===== src/rtl/cnn_frame_scheduler.sv =====
// cnn_frame_scheduler: runs NUM_FRAMES back-to-back inference frames through
// the accelerator (reset pulse, gap-free byte stream, wait result, report).
// Ports: clk/rst_n (sync, active low), start/abort control, busy/done status,
// mem_addr/mem_rdata frame ROM (1-cycle latency), acc_* accelerator side,
// res_* per-frame result (res_valid pulses, other fields hold).
module cnn_frame_scheduler #(
  parameter int FRAME_LEN  = 884,
  parameter int NUM_FRAMES = 6,
  parameter int ADDR_W     = 13,
  parameter int RST_CYCLES = 3,
  parameter int TIMEOUT    = 300000
) (
  input  logic              clk,
  input  logic              rst_n,
  input  logic              start,
  input  logic              abort,
  output logic              busy,
  output logic              done,
  output logic [ADDR_W-1:0] mem_addr,
  input  logic [7:0]        mem_rdata,
  output logic              acc_rst_n,
  output logic [7:0]        acc_data_in,
  output logic              acc_valid_in,
  input  logic [31:0]       acc_data_out,
  input  logic              acc_valid_out,
  input  logic              acc_warning,
  output logic              res_valid,
  output logic [2:0]        res_frame,
  output logic [31:0]       res_data,
  output logic              res_warning,
  output logic              res_timeout
);

  typedef enum logic [2:0] {
    S_IDLE, S_RST, S_STREAM, S_WAIT, S_REPORT, S_DONE
  } state_e;

  state_e state_q, state_d;

  logic [31:0]       cnt_q, cnt_d;
  logic [2:0]        frame_q, frame_d;
  logic [ADDR_W-1:0] base_q, base_d;
  logic [ADDR_W-1:0] addr_q, addr_d;
  logic              rd_q, rd_d;
  logic [7:0]        data_q, data_d;
  logic              vld_q, vld_d;
  logic [31:0]       abcnt_q, abcnt_d;
  logic              arst_q, arst_d;
  logic              busy_q, busy_d;
  logic              done_q, done_d;
  logic              rv_q, rv_d;
  logic [2:0]        rfrm_q, rfrm_d;
  logic [31:0]       rdat_q, rdat_d;
  logic              rwrn_q, rwrn_d;
  logic              rto_q, rto_d;

  logic abort_go;
  logic last_frame;

  assign abort_go   = abort && (state_q != S_IDLE);
  assign last_frame = (frame_q == 3'(NUM_FRAMES - 1));

  // state register
  always_ff @(posedge clk) begin
    if (!rst_n) begin
      state_q <= S_IDLE;
    end else begin
      state_q <= state_d;
    end
  end

  // next state
  always_comb begin
    state_d = state_q;
    unique case (state_q)
      S_IDLE: begin
        if (start && !abort) state_d = S_RST;
      end
      S_RST: begin
        if (cnt_q == 32'(RST_CYCLES - 1)) state_d = S_STREAM;
      end
      S_STREAM: begin
        // two extra cycles drain the ROM/output pipeline
        if (cnt_q == 32'(FRAME_LEN + 1)) state_d = S_WAIT;
      end
      S_WAIT: begin
        if (acc_valid_out || cnt_q == 32'(TIMEOUT - 1))
          state_d = S_REPORT;
      end
      S_REPORT: begin
        state_d = last_frame ? S_DONE : S_RST;
      end
      S_DONE: begin
        state_d = S_IDLE;
      end
      default: begin
        state_d = S_IDLE;
      end
    endcase
    if (abort_go) state_d = S_IDLE;
  end

  // outputs / datapath next values
  always_comb begin
    cnt_d = cnt_q + 32'd1;
    if (state_d != state_q || state_q == S_IDLE) cnt_d = '0;

    frame_d = frame_q;
    base_d  = base_q;
    if (state_q == S_IDLE && state_d == S_RST) begin
      frame_d = '0;
      base_d  = '0;
    end else if (state_q == S_REPORT && state_d == S_RST) begin
      frame_d = frame_q + 3'd1;
      base_d  = base_q + ADDR_W'(FRAME_LEN);
    end

    addr_d = addr_q;
    if (state_q == S_RST && state_d == S_STREAM) begin
      addr_d = base_q;
    end else if (state_q == S_STREAM
                 && cnt_q < 32'(FRAME_LEN - 1)) begin
      addr_d = addr_q + ADDR_W'(1);
    end

    // rd_q marks the cycle mem_rdata holds a byte of this frame
    rd_d   = (state_q == S_STREAM) && (cnt_q < 32'(FRAME_LEN))
             && !abort_go;
    vld_d  = rd_q && !abort_go;
    data_d = rd_q ? mem_rdata : data_q;

    abcnt_d = '0;
    if (abort_go) abcnt_d = 32'(RST_CYCLES);
    else if (abcnt_q != '0) abcnt_d = abcnt_q - 32'd1;

    arst_d = !((state_d == S_RST) || (abcnt_d != '0));
    busy_d = (state_d != S_IDLE);
    done_d = (state_d == S_DONE);
    rv_d   = (state_d == S_REPORT);

    rfrm_d = rfrm_q;
    rdat_d = rdat_q;
    rwrn_d = rwrn_q;
    rto_d  = rto_q;
    if (state_q == S_WAIT && state_d == S_REPORT) begin
      rfrm_d = frame_q;
      if (acc_valid_out) begin
        rdat_d = acc_data_out;
        rwrn_d = acc_warning;
        rto_d  = 1'b0;
      end else begin
        rdat_d = '0;
        rwrn_d = 1'b0;
        rto_d  = 1'b1;
      end
    end
  end

  always_ff @(posedge clk) begin
    if (!rst_n) begin
      cnt_q   <= '0;
      frame_q <= '0;
      base_q  <= '0;
      addr_q  <= '0;
      rd_q    <= 1'b0;
      data_q  <= '0;
      vld_q   <= 1'b0;
      abcnt_q <= '0;
      arst_q  <= 1'b0;
      busy_q  <= 1'b0;
      done_q  <= 1'b0;
      rv_q    <= 1'b0;
      rfrm_q  <= '0;
      rdat_q  <= '0;
      rwrn_q  <= 1'b0;
      rto_q   <= 1'b0;
    end else begin
      cnt_q   <= cnt_d;
      frame_q <= frame_d;
      base_q  <= base_d;
      addr_q  <= addr_d;
      rd_q    <= rd_d;
      data_q  <= data_d;
      vld_q   <= vld_d;
      abcnt_q <= abcnt_d;
      arst_q  <= arst_d;
      busy_q  <= busy_d;
      done_q  <= done_d;
      rv_q    <= rv_d;
      rfrm_q  <= rfrm_d;
      rdat_q  <= rdat_d;
      rwrn_q  <= rwrn_d;
      rto_q   <= rto_d;
    end
  end

  assign busy         = busy_q;
  assign done         = done_q;
  assign mem_addr     = addr_q;
  assign acc_rst_n    = arst_q;
  assign acc_data_in  = data_q;
  assign acc_valid_in = vld_q;
  assign res_valid    = rv_q;
  assign res_frame    = rfrm_q;
  assign res_data     = rdat_q;
  assign res_warning  = rwrn_q;
  assign res_timeout  = rto_q;

endmodule

===== config.mk =====
export PLATFORM = sky130hd
export DESIGN_NAME = cnn_frame_scheduler
export DESIGN_NICKNAME = d
export VERILOG_FILES = /design/src/rtl/cnn_frame_scheduler.sv
export SDC_FILE = /design/constraint.sdc
export NUM_CORES = 1
export LEC_CHECK = 0
export BUFFER_PORTS_ARGS = -buffer_cell sky130_fd_sc_hd__buf_2
export CORE_MARGIN = 2
export CORE_UTILIZATION = 34
export CTS_BUF_LIST = sky130_fd_sc_hd__clkbuf_8
export CTS_CLUSTER_DIAMETER = 30
export CTS_CLUSTER_SIZE = 28
export DETAILED_ROUTE_END_ITERATION = 7
export PLACE_DENSITY = 0.52
export REMOVE_ABC_BUFFERS = 1
export SYNTH_ARGS = -nofsm -noshare
export SYNTH_HDL_FRONTEND = slang
export SYNTH_SLANG_ARGS = --single-unit

===== constraint.sdc =====
create_clock -name clk -period 6.6 [get_ports clk]
set_input_delay 1.32 -clock clk [delete_from_list [all_inputs] [get_ports clk]]
set_output_delay 1.32 -clock clk [all_outputs]
set_load 0.02 [all_outputs]

* Word-level counts from Yosys, hierarchy flattened
Index checks and enable logic that the tools add are counted.
** Operators by class
- $add $sub $neg :: 5
- Order comparisons :: 2
- Eq/ne operators :: 13
- Multiplexer cells :: 14
- Bitwise gates (word level) :: 1
- Reductions and logical operators :: 24
** Operator list (number)
- $mux W32 :: 3
- $lt A32 B10 Y1 const B :: 2
- $reduce_bool A32 Y1 :: 2
- $add A32 B1 Y32 const B :: 1
- $eq A32 B10 Y1 const B :: 1
- $eq A32 B19 Y1 const B :: 1
- $eq A32 B2 Y1 const B :: 1
- $sub A32 B1 Y32 const B :: 1
- $mux W13 :: 2
- $mux W3 :: 6
- $pmux W3 S5 :: 1
- $add A13 B1 Y13 const B :: 1
- $add A13 B10 Y13 const B :: 1
- $eq A3 B3 Y1 const B :: 4
- $logic_and A1 B1 Y1 :: 10
- $eq A3 B2 Y1 const B :: 3
- $eq A3 B1 Y1 const B :: 2
- $reduce_bool A3 Y1 :: 2
- $reduce_or A2 Y1 :: 2
- $add A3 B1 Y3 const B :: 1
- $logic_not A1 Y1 :: 3
- $logic_not A3 Y1 :: 1
- $logic_or A1 B1 Y1 :: 3
- $ne A3 B3 Y1 :: 1
- other kinds (3) :: 4
** Storage, ports and cells
- Bits in registers :: 147
- Input port bits :: 46
- Output and inout bits :: 63
- Logic and storage cells :: 76

* Longest topological paths before layout
Gate-level depths: netlist of the first run.
- Depth in word-level cells :: 8
- Depth in mapped cells :: 10
- Depth with buffers taken out :: 9

* Worst setup path after synthesis of the first run
No wires, ideal clock.
- Path type :: input to register
- Start point :: input port acc_valid_out
- End point :: register base_q[11]
- Setup time :: 0.128 ns
- Data arrival time :: 2.665 ns
- Data required time :: 6.472 ns
- Path slack :: 3.807 ns
- Stages on the path :: 7
- Buffers on the path :: 2
- Cells stage by stage :: clkbuf_1 a22oi_1 and3_1 clkbuf_1 o311ai_0 xor2_1 nor2_1
** Between the ends
- Word-level cells in the longest chain between the ends :: 7
- Elaborated cells on any way between the ends :: 8
- Classes of those cells :: eq/ne (1); mux (3); reduce/logical (4)
** RTL lines
- start: declaration :: RTL line 25 : input logic acc_valid_out,
- $logic_or A1 B1 Y1 (*) :: RTL line 87 : if (acc_valid_out || cnt_q == 32'(TIMEOUT - 1))
- $mux W3 (*) :: RTL line 87
- $pmux W3 S5 (*) :: RTL line 75 : unique case (state_q)
- $mux W3 (*) :: RTL line 100 : if (abort_go) state_d = S_IDLE;
- $eq A3 B1 Y1 (*) :: RTL line 110, 113
- $logic_and A1 B1 Y1 :: RTL line 110 : if (state_q == S_IDLE && state_d == S_RST) begin
- $reduce_or A2 Y1 (no line)
- end signal: assignment :: RTL line 180 : base_q <= base_d;
- end: declaration :: RTL line 42 : logic [ADDR_W-1:0] base_q, base_d;
Every way passes the cells marked *; elsewhere a longest branch is shown, timed or not.
A chain may end at the register's enable or synchronous reset.

* Worst setup path after layout of the first run
- Start point :: input port acc_valid_out
- End point :: register rfrm_q[2] (netlist: res_frame[2])
** Between the ends
- Word-level cells in the longest chain between the ends :: 6
** RTL lines
- $logic_or A1 B1 Y1 :: RTL line 87
- $mux W3 :: RTL line 87
- $pmux W3 S5 :: RTL line 75
- $mux W3 :: RTL line 100
- $eq A3 B3 Y1 :: RTL line 145 : if (state_q == S_WAIT && state_d == S_REPORT) begin
- $logic_and A1 B1 Y1 :: RTL line 145
- end signal: assignment :: RTL line 190 : rfrm_q <= rfrm_d;
- end: declaration :: RTL line 52 : logic [2:0] rfrm_q, rfrm_d;
No other way between the ends.

==> impl_metrics.tcl, run 1 <==
set metrics [dict create \
    status "complete, no violations" \
    post_drt_wl_per_cell_um 13.4 \
    synth_seq_area_share_pct 41.7 \
    cp-end-kind "register" \
    max_freq_mhz 303 \
    gp_congestion 0.765 \
    core_um2 20200 \
    grt_antenna_before_repair 1 \
    critPathLaunchType "primary input" \
    dp_hpwl_um 11000 \
    antenna_left 0 \
    slowest_delay_ps 900 \
    ys.flop_type "dfxtp_1" \
    postSynthAreaPerCell_um2 8.61 \
    hold_start "res_data[12]" \
    vdd_drop_max_uv 147 \
    cts_tree "built" \
    die_y_um 147 \
    multiInputGateArea_um2 3780 \
    num_vias 5645 \
    overflow 0 \
    nFillCells 2101 \
    reg2reg_depth 9 \
    ys_types 64 \
    hp-class "reg -> reg" \
    async_reset_ff_share_pct 0 \
    skew_ps 15.1 \
    fin_crit_sh_pct 50.1 \
    p_leak_nw 3.11 \
    cts_hold_buffers 0 \
    p_per_area_nw_per_um2 327 \
    startpoint "acc_valid_out" \
    hold_violations 0 \
    cts-root-buf "clkbuf_8" \
    nNetsFinal 948 \
    path_cells "buf_2, a22oi_1, a21oi_1, and2_2, mux2i_1, nor2b_1" \
    layout_setup_ws_ps 3290 \
    cts_buffers 17 \
    whs_path_depth 2 \
    insertion_delay_ps 450 \
    worstReg2RegStart "cnt_q[0]" \
    totalPowerFinal_mw 2.65 \
    fp.dieW_um 147 \
    crit_type "in -> reg" \
    grt_pass1_vias 5179 \
    synthCells 808 \
    syn_to_final_growth_pct 16.7 \
    critPathRequiredTime_ps 6940 \
    rsz0062_at_grt "no" \
    report.final.slew_viol_count 0 \
    setup_violations 0 \
    grt_max_degree 72 \
    first_pass_iters 4 \
    avgViaCountPerCell 4.80 \
    maxCapViolCount 0 \
    clockBufferDepth 2 \
    pre_cts_slack_ps 2800 \
    drc_errors 0 \
    drive_gt1_share_pct 21.1 \
    die_area_um2 21600 \
    yosys_warnings 0 \
    start_util_pct 34.5 \
    relSlewSlack_pct 27.9 \
    first_iter_violations 316 \
    port_buffers 108 \
    register_area_um2 2900 \
    grt_pass1_wl_um 26700 \
    fin_cells 1177 \
    post-route-min-period_ps 3310 \
    io_pins 109 \
    num_rows 52 \
    dpl-instance-area_um2 7640 \
    post_cts_buffers 0 \
    grt_usage_pct 15.1 \
    final_area_um2 8110 \
    routed_wl_um 15800 \
    netlist_area_um2 6960 \
    arrival_ps 3650 \
    placed_cells 1145 \
    synth-seq-cells 145 \
    clkSlewWorstSetupHoldPaths_ps 70 \
    tns_ps 0 \
    cts_resized 0 \
    numClockSinks 145 \
    fin_util_pct 40.2 \
    worst_path_max_delay_cell "and2_2" \
    synth_edf_count 0 \
    htreeDepth 4 \
    worst_pin_slew_ps 1080 \
    cp_max_fo 71 \
    holdWs_ps 467 \
]
cell type report:
class,instances,share of cell area (%)
antenna,1,0.0308
clock buffer,21,3.56
clock inverter,10,2.24
inverter,12,0.555
multi-input combinational,606,46.6
sequential,145,35.8
tap,270,4.16
timing repair buffer,112,7.03
worst max-delay path, delay by kind of cell:
family | cells | cell delay (ps)
mux | 1 | 270
simple gates | 2 | 960
buf+inv | 1 | 510
compound gates | 2 | 570
cell families after synthesis:
logic type / Yosys count / share of synthesized area (%)
compound gates: 104 / 10.1
xor+xnor: 78 / 10.1
fa+ha+maj: 8 / 1.44
buf+inv: 57 / 3.92
flops: 145 / 41.7
mux: 11 / 1.58
simple gates: 405 / 31.2
power by group:
| group | total, mW | leakage, nW | internal [mW] | switching (mW) |
|---|---|---|---|---|
| Clock | 0.823 | 0.243 | 0.487 | 0.336 |
| Sequential | 1.08 | 1.17 | 0.966 | 0.110 |
| Combinational | 0.755 | 1.70 | 0.320 | 0.435 |
| Total | 2.65 | 3.11 | 1.77 | 0.881 |
flip-flops by register name, indices dropped and copies added, names as in the netlist, 3 cells and up:
name	cells
acc_data_in	8
base_q	11
res_data	32
res_frame	3
state_q	3
cnt_q	32
mem_addr	13
abcnt_q	32
frame_q	3
metal layers:
| metal | up-vias | routed length (um) | global-route usage [%] |
|---|---|---|---|
| li1 | 2951 | - | - |
| met1 | 2587 | 7870 | 20.9 |
| met2 | 91 | 7010 | 23.0 |
| met3 | 16 | 714 | 4.10 |
| met4 | 0 | 174 | 4.47 |
| met5 | - | 0 | 0 |
placed cells by master, fill, tap and decap left out, types with 27 or more instances in the layout:
cell / netlist / final
nand3_1: 59 / 59
nor2_1: 75 / 75
nand2_1: 76 / 76
xor2_1: 32 / 32
dfxtp_1: 145 / 145
nand2b_1: 36 / 36
buf_2: 8 / 108
xnor2_1: 45 / 45
nor2_2: 28 / 28
a21boi_1: 33 / 33
a21oi_1: 28 / 27
synthesized netlist by cell type (all sizes together) (9+ instances only):
cell type,n,area share (%)
nor4,21,2.6
o21ai,19,1.5
and3,9,0.81
a21boi,35,3.8
dfxtp,145,42
nor2,103,6.6
nand3,59,4.2
xnor2,45,5.7
nand2b,36,3.2
a21oi,29,2.1
xor2,33,4.4
nor3,21,1.5
buf,18,1.8
or3,11,0.99
clkbuf,27,1.5
inv,12,0.65
nor2b,16,1.4
nand2,76,4.1
nand4,18,1.6
mux2i,11,1.6
worst paths after layout:
| kind | slack, ps | endpoint |
|---|---|---|
| max | 3290 | res_frame[2] |
| min | 470 | res_data[12] |
| max reg2reg | 3470 | cnt_q[29] |
| min reg2reg | 470 | res_data[12] |
Power figures use the tool's default switching activity.
==> run 2: changes to the inputs <==
--- a/config.mk
+++ b/config.mk
@@ -5,6 +5,7 @@
 export SDC_FILE = /design/constraint.sdc
 export NUM_CORES = 1
 export LEC_CHECK = 0
+export ABC_AREA = 1
 export BUFFER_PORTS_ARGS = -buffer_cell sky130_fd_sc_hd__buf_2
 export CORE_MARGIN = 2
 export CORE_UTILIZATION = 34
==> constraint.sdc (replaced) <==
create_clock -name clk -period 3.2 [get_ports clk]
set_input_delay 0.64 -clock clk [delete_from_list [all_inputs] [get_ports clk]]
set_output_delay 0.64 -clock clk [all_outputs]
set_load 0.02 [all_outputs]
==> run 2 against run 1 <==
First-iteration DRC count up 24%. Critical path depth up 8. Die area up 8.3%. Combinational power grew to 3.9 times the previous value. Global-route usage up 1.6 points. Cell area grew 7.9%. Cell count rose by 27%. Hold slack worse by 73 ps. Sequential share of layout area decreased by 2.6 points.
==> impl_metrics.tcl, run 2 <==
set metrics [dict create \
    tns_ps 0 \
    syn_to_final_growth_pct 16.0 \
    first_pass_iters 5 \
    start_util_pct 34.6 \
    critPathLaunchType "register" \
    first_iter_violations 391 \
    swShare_pct 44.9 \
    register_area_um2 2900 \
    num_rows 54 \
    vdd_drop_max_uv 340 \
    grt_pass1_vias 6474 \
    cts_resized 0 \
    r2r_setup_slack_ps 600 \
    maxCapViolCount 0 \
    antenna_left 0 \
    grt_util_met3_pct 2.84 \
    slowest_delay_ps 430 \
    worstReg2RegEnd "cnt_q[20]" \
    hold_violations 0 \
    drc_errors 0 \
    netlist_area_um2 7550 \
    insertion_delay_ps 470 \
    synth_top_area_share_pct 38.4 \
    crit_type "reg -> reg" \
    fin_crit_sh_pct 81.1 \
    yosys.area.top_type "dfxtp_1" \
    max_freq_mhz 385 \
    path_cells "ha_1, nand3_4, inv_2, nand2_1, nor2_1, nand2_1, nand3_2, nand3_1, nand2_2, o21ai_1, nor3_2, nand3_2, buf_4, nor2_2" \
    startpoint "cnt_q[0]" \
    grt_pass1_wl_um 32200 \
    dp_hpwl_um 14100 \
    cts_buffers 17 \
    routed_wl_um 19100 \
    cp.depth 14 \
    gp_congestion 0.837 \
    synth_edf_count 0 \
    busiest_layer "met2" \
    layout_common_cells "nand2_1, nor2_1, dfxtp_1" \
    rsz0062_at_grt "no" \
    fin_util_pct 40.1 \
    grt_usage_pct 16.7 \
    cts-root-buf "clkbuf_8" \
    multiInputGateArea_um2 3960 \
    die_y_um 153 \
    ys.flop_type "dfxtp_1" \
    fp.dieW_um 153 \
    nNetsFinal 1252 \
    p_leak_nw 3.85 \
    worstReg2RegStart "cnt_q[0]" \
    cp_max_fo 13 \
    ys_types 40 \
    core_um2 21800 \
    hold_start "mem_rdata[1]" \
    synthMostInstantiatedCell "nand2_1" \
    p_switching_mw 2.96 \
    met2_usage_pct 26.8 \
    synth_area_leaders "dfxtp_1, nand2_1, nor2_1, inv_1, xor2_1" \
    critPathTopFamily "simple AND/OR/NAND/NOR gates" \
    critPathRequiredTime_ps 3610 \
    worst_path_max_delay_cell "dfxtp_1" \
    grt_max_degree 49 \
    overflow 0 \
    grt_util_met1_pct 22.5 \
    relSlewSlack_pct 64.8 \
    crit_buf_inv 2 \
    port_buffers 108 \
    setup_violations 0 \
    mostFrequentLayoutCell "nand2_1" \
    cts_tree "built" \
    arrival_ps 3010 \
    yosys_warnings 0 \
    num_vias 6951 \
    p_comb_share_pct 44.2 \
    hp-class "in -> reg" \
    clkSlewWorstSetupHoldPaths_ps 90 \
    die_area_um2 23400 \
    seqPwrFrac_pct 33.3 \
    synth-seq-cells 145 \
    synthCells 1089 \
    post-route-min-period_ps 2600 \
    post_cts_buffers 0 \
    htreeDepth 4 \
    p_int_mw 3.62 \
    synth_seq_area_share_pct 38.4 \
    crit_path_end "cnt_q[20]" \
    io_pins 109 \
    p_per_area_nw_per_um2 752 \
    post_drt_wl_per_cell_um 12.8 \
    clkPwrFrac_pct 22.6 \
    status "complete, no violations" \
    numClockSinks 145 \
    avgViaCountPerCell 4.66 \
    cp-end-kind "register" \
    skew_ps 13.7 \
    postSynthAreaPerCell_um2 6.93 \
    cts_hold_buffers 0 \
    drive_gt1_share_pct 18.0 \
    worst_pin_slew_ps 528 \
    async_reset_ff_share_pct 0 \
    n_antenna_cell 0 \
    synth_commonest_cells "nand2_1, nor2_1, dfxtp_1, inv_1, nand3_1" \
    reg2reg_depth 14 \
    clockBufferDepth 2 \
    grt_antenna_before_repair 0 \
    report.final.slew_viol_count 0 \
    nFillCells 2366 \
]
run 2: power groups by stage:
stage               Clock, mW  Sequential (mW)  Combinational [mW]
floorplan                   0             2.18                2.21
CTS                      1.54             2.19                2.92
detailed placement          0             2.23                2.91
finish                   1.49             2.19                2.91
global placement            0             2.23                2.93
global route             1.62             2.22                3.37
run 2: final cells by class:
cell class | instances | share of cell area [%]
Clock buffer | 17 | 2.67
Inverter | 132 | 5.66
Sequential cell | 145 | 33.2
Multi-Input combinational cell | 781 | 45.2
Timing Repair Buffer | 121 | 7.43
Tap cell | 280 | 4.00
Clock inverter | 15 | 1.84
run 2: worst reg2reg max path: stages (launching register included):
cell and delay, ps:
dfxtp_1 430, ha_1 280, nand3_4 140, inv_2 80, nand2_1 50, nor2_1 90
nand2_1 90, nand3_2 80, nand3_1 120, nand2_2 150, o21ai_1 90, nor3_2 130
nand3_2 370, buf_4 340, nor2_2 90
run 2: worst min-delay path by stage:
stage                      to  cells past startpoint
2_1_floorplan       base_q[5]                      2
3_3_place_gp     res_data[19]                      2
3_5_place_dp     res_data[29]                      2
4_1_cts          res_data[23]                      3
5_1_grt          res_data[21]                      3
6_report       acc_data_in[1]                      3
run 2: per-layer routing:
layer / vias to the layer above / wire length [um] / part of all wire (%)
met5: - / 0 / 0
met4: 0 / 337 / 1.8
met3: 24 / 711 / 3.7
met2: 142 / 8570 / 45
met1: 3088 / 9460 / 50
li1: 3697 / - / -
run 2: stage by stage:
stage / std cells / worst slack [ps] / power [mW] / area, um^2 / hold slack (ps)
2_1_floorplan: 1058 / -102 / 4.39 / 7360 / 464
3_3_place_gp: 1459 / 661 / 5.16 / 8360 / 450
3_5_place_dp: 1459 / 598 / 5.14 / 8360 / 452
4_1_cts: 1491 / 576 / 6.65 / 8760 / 371
5_1_grt: 1491 / 341 / 7.21 / 8760 / 371
6_report: 1491 / 604 / 6.58 / 8760 / 394
run 2: logic make-up (layout without fill, tap and decap cells):
group / count (synthesis) / in the layout / synth area share (%)
AND/OR/NAND/NOR: 594 / 594 / 35.4
AO/OA/AOI/OAI: 121 / 121 / 9.00
XOR/XNOR: 58 / 58 / 6.73
buffers and inverters: 163 / 285 / 9.08
adder cells (fa/ha/maj): 8 / 8 / 1.33
flip-flops: 145 / 145 / 38.4
==> run 3: changes to the inputs <==
--- a/config.mk
+++ b/config.mk
@@ -5,7 +5,7 @@
 export SDC_FILE = /design/constraint.sdc
 export NUM_CORES = 1
 export LEC_CHECK = 0
-export ABC_AREA = 1
+export ABC_AREA = 0
 export BUFFER_PORTS_ARGS = -buffer_cell sky130_fd_sc_hd__buf_2
 export CORE_MARGIN = 2
 export CORE_UTILIZATION = 34
==> constraint.sdc (replaced) <==
create_clock -name clk -period 2.6 [get_ports clk]
set_input_delay 0.52 -clock clk [delete_from_list [all_inputs] [get_ports clk]]
set_output_delay 0.52 -clock clk [all_outputs]
set_load 0.02 [all_outputs]
==> run 3 against run 2 <==
Cell area decreased by 5.1%. Global-route usage fell by 1.4 points. Flip-flop and latch count stayed put. Non-clock buffer count grew 17. Register-to-register slack got worse by 520 ps. First-iteration DRC count decreased by 15%. Sequential power is 25% higher. Maximum frequency grew 3.3%. Routed wire length decreased by 16%. Cell count decreased by 19%. Clock power is 17% higher. Critical path depth decreased by 5.
==> impl_metrics.tcl, run 3 (synthesized netlist as in run 1, its figures left out) <==
set metrics [dict create \
    avgViaCountPerCell 4.79 \
    die_area_um2 21600 \
    status "complete, no violations" \
    relSlewSlack_pct 63.0 \
    crit_type "reg -> reg" \
    grt_antenna_before_repair 1 \
    syn_to_final_growth_pct 19.4 \
    met2_usage_pct 24.3 \
    worst_pin_slew_ps 550 \
    cp_max_fo 4 \
    critPathRequiredTime_ps 2960 \
    grt_pass1_wl_um 27100 \
    routed_wl_um 16100 \
    gp_congestion 0.781 \
    report.final.slew_viol_count 0 \
    grt_util_met1_pct 20.3 \
    max_freq_mhz 398 \
    die_y_um 147 \
    post_drt_wl_per_cell_um 13.3 \
    layout_common_cells "dfxtp_1, buf_2, nand2_1" \
    drc_errors 0 \
    numClockSinks 145 \
    hold_start "acc_data_out[11]" \
    num_vias 5771 \
    overflow 0 \
    vdd_drop_max_uv 357 \
    clkSlewWorstSetupHoldPaths_ps 90 \
    port_buffers 108 \
    hp-class "in -> reg" \
    fin_crit_sh_pct 96.7 \
    cts_tree "built" \
    critPathLaunchType "register" \
    arrival_ps 2870 \
    totalPowerFinal_mw 6.71 \
    clockBufferDepth 2 \
    cts_buffers 17 \
    htreeDepth 4 \
    setup_violations 0 \
    mostFrequentLayoutCell "dfxtp_1" \
    grt_util_met3_pct 4.13 \
    cts-root-buf "clkbuf_8" \
    startpoint "abcnt_q[0]" \
    skew_ps 12.5 \
    first_iter_violations 333 \
    worstReg2RegStart "abcnt_q[0]" \
    num_rows 52 \
    post_cts_buffers 0 \
    p_leak_nw 3.21 \
    dp_hpwl_um 11400 \
    hold_violations 0 \
    grt_pass1_vias 5383 \
    io_pins 109 \
    cp-end-kind "register" \
    start_util_pct 34.5 \
    maxCapViolCount 0 \
    fin_util_pct 41.2 \
    grt_max_degree 58 \
    drive_gt1_share_pct 24.7 \
    nNetsFinal 974 \
    post-route-min-period_ps 2510 \
    core_um2 20200 \
    cts_hold_buffers 0 \
    busiest_layer "met2" \
    first_pass_iters 6 \
    fp.dieW_um 147 \
    p_per_area_nw_per_um2 808 \
    antenna_left 0 \
    insertion_delay_ps 460 \
    grt_usage_pct 15.3 \
]
run 3: changes by cell type in the layout (fill, tap and decap cells not counted), moves of 16 or more:
cell,before,now
xnor2_1,10,45
inv_1,124,11
nand2_1,214,76
a21boi_1,1,33
nor2_1,202,75
a22oi_1,19,1
o21ai_0,40,17
xor2_1,48,32
nand2b_1,0,36
nor2b_1,0,16
a21oi_1,51,26
run 3: layout make-up:
| type | count | area, um^2 |
|---|---|---|
| Clock buffer | 17 | 234 |
| Inverter | 12 | 45.0 |
| Fill cell | 2078 | 11900 |
| Tap cell | 270 | 338 |
| Sequential cell | 145 | 2910 |
| Clock inverter | 15 | 150 |
| Multi-Input combinational cell | 606 | 3830 |
| Antenna cell | 1 | 2.50 |
| Timing Repair Buffer | 138 | 803 |
run 3: power breakdown:
part	internal, mW	switching, mW	total (mW)
sequential	2.45	0.281	2.74
combinational	1.02	1.22	2.23
clock	0.788	0.958	1.75
run 3: worst max-delay path: stages (launching register included):
cell and delay (ps):
dfxtp_2 360, inv_2 40, ha_1 280, or4b_4 450
or3_4 410, nor3_4 180, o21ai_2 80, nor4_2 280
a41oi_1 170, nor3_1 190
run 3: per-stage QoR:
stage               setup TNS [ps]  instances  instance area (um^2)  hold WS (ps)  worst slack [ps]
floorplan                   -20280        763                  6730           456              -422
finish                           0       1204                  8310           319              86.4
CTS                              0       1203                  8270           278              30.7
global route                 -34.2       1203                  8300           285             -34.2
detailed placement            -167       1171                  7870           454              -167
global placement              -116       1171                  7870           452              -116
run 3: timing repair:
action	in CTS	in global routing
pin swaps	2	6
gates resized for setup	3	11
endpoints found under the setup margin	1	68
run 3: worst paths after layout:
| path | endpoint | slack (ps) | depth (start not counted) |
|---|---|---|---|
| worst min-delay path | res_data[11] | 320 | 3 |
| worst min register to register | res_data[13] | 470 | 2 |
| worst max-delay path | acc_rst_n | 90 | 9 |
| worst max register to register | acc_rst_n | 90 | 9 |
run 3: metal layers:
layer | wire, um | vias to the layer above
li1 | - | 2997
met3 | 724 | 12
met2 | 7240 | 105
met5 | 0 | -
met4 | 151 | 0
met1 | 7950 | 2657
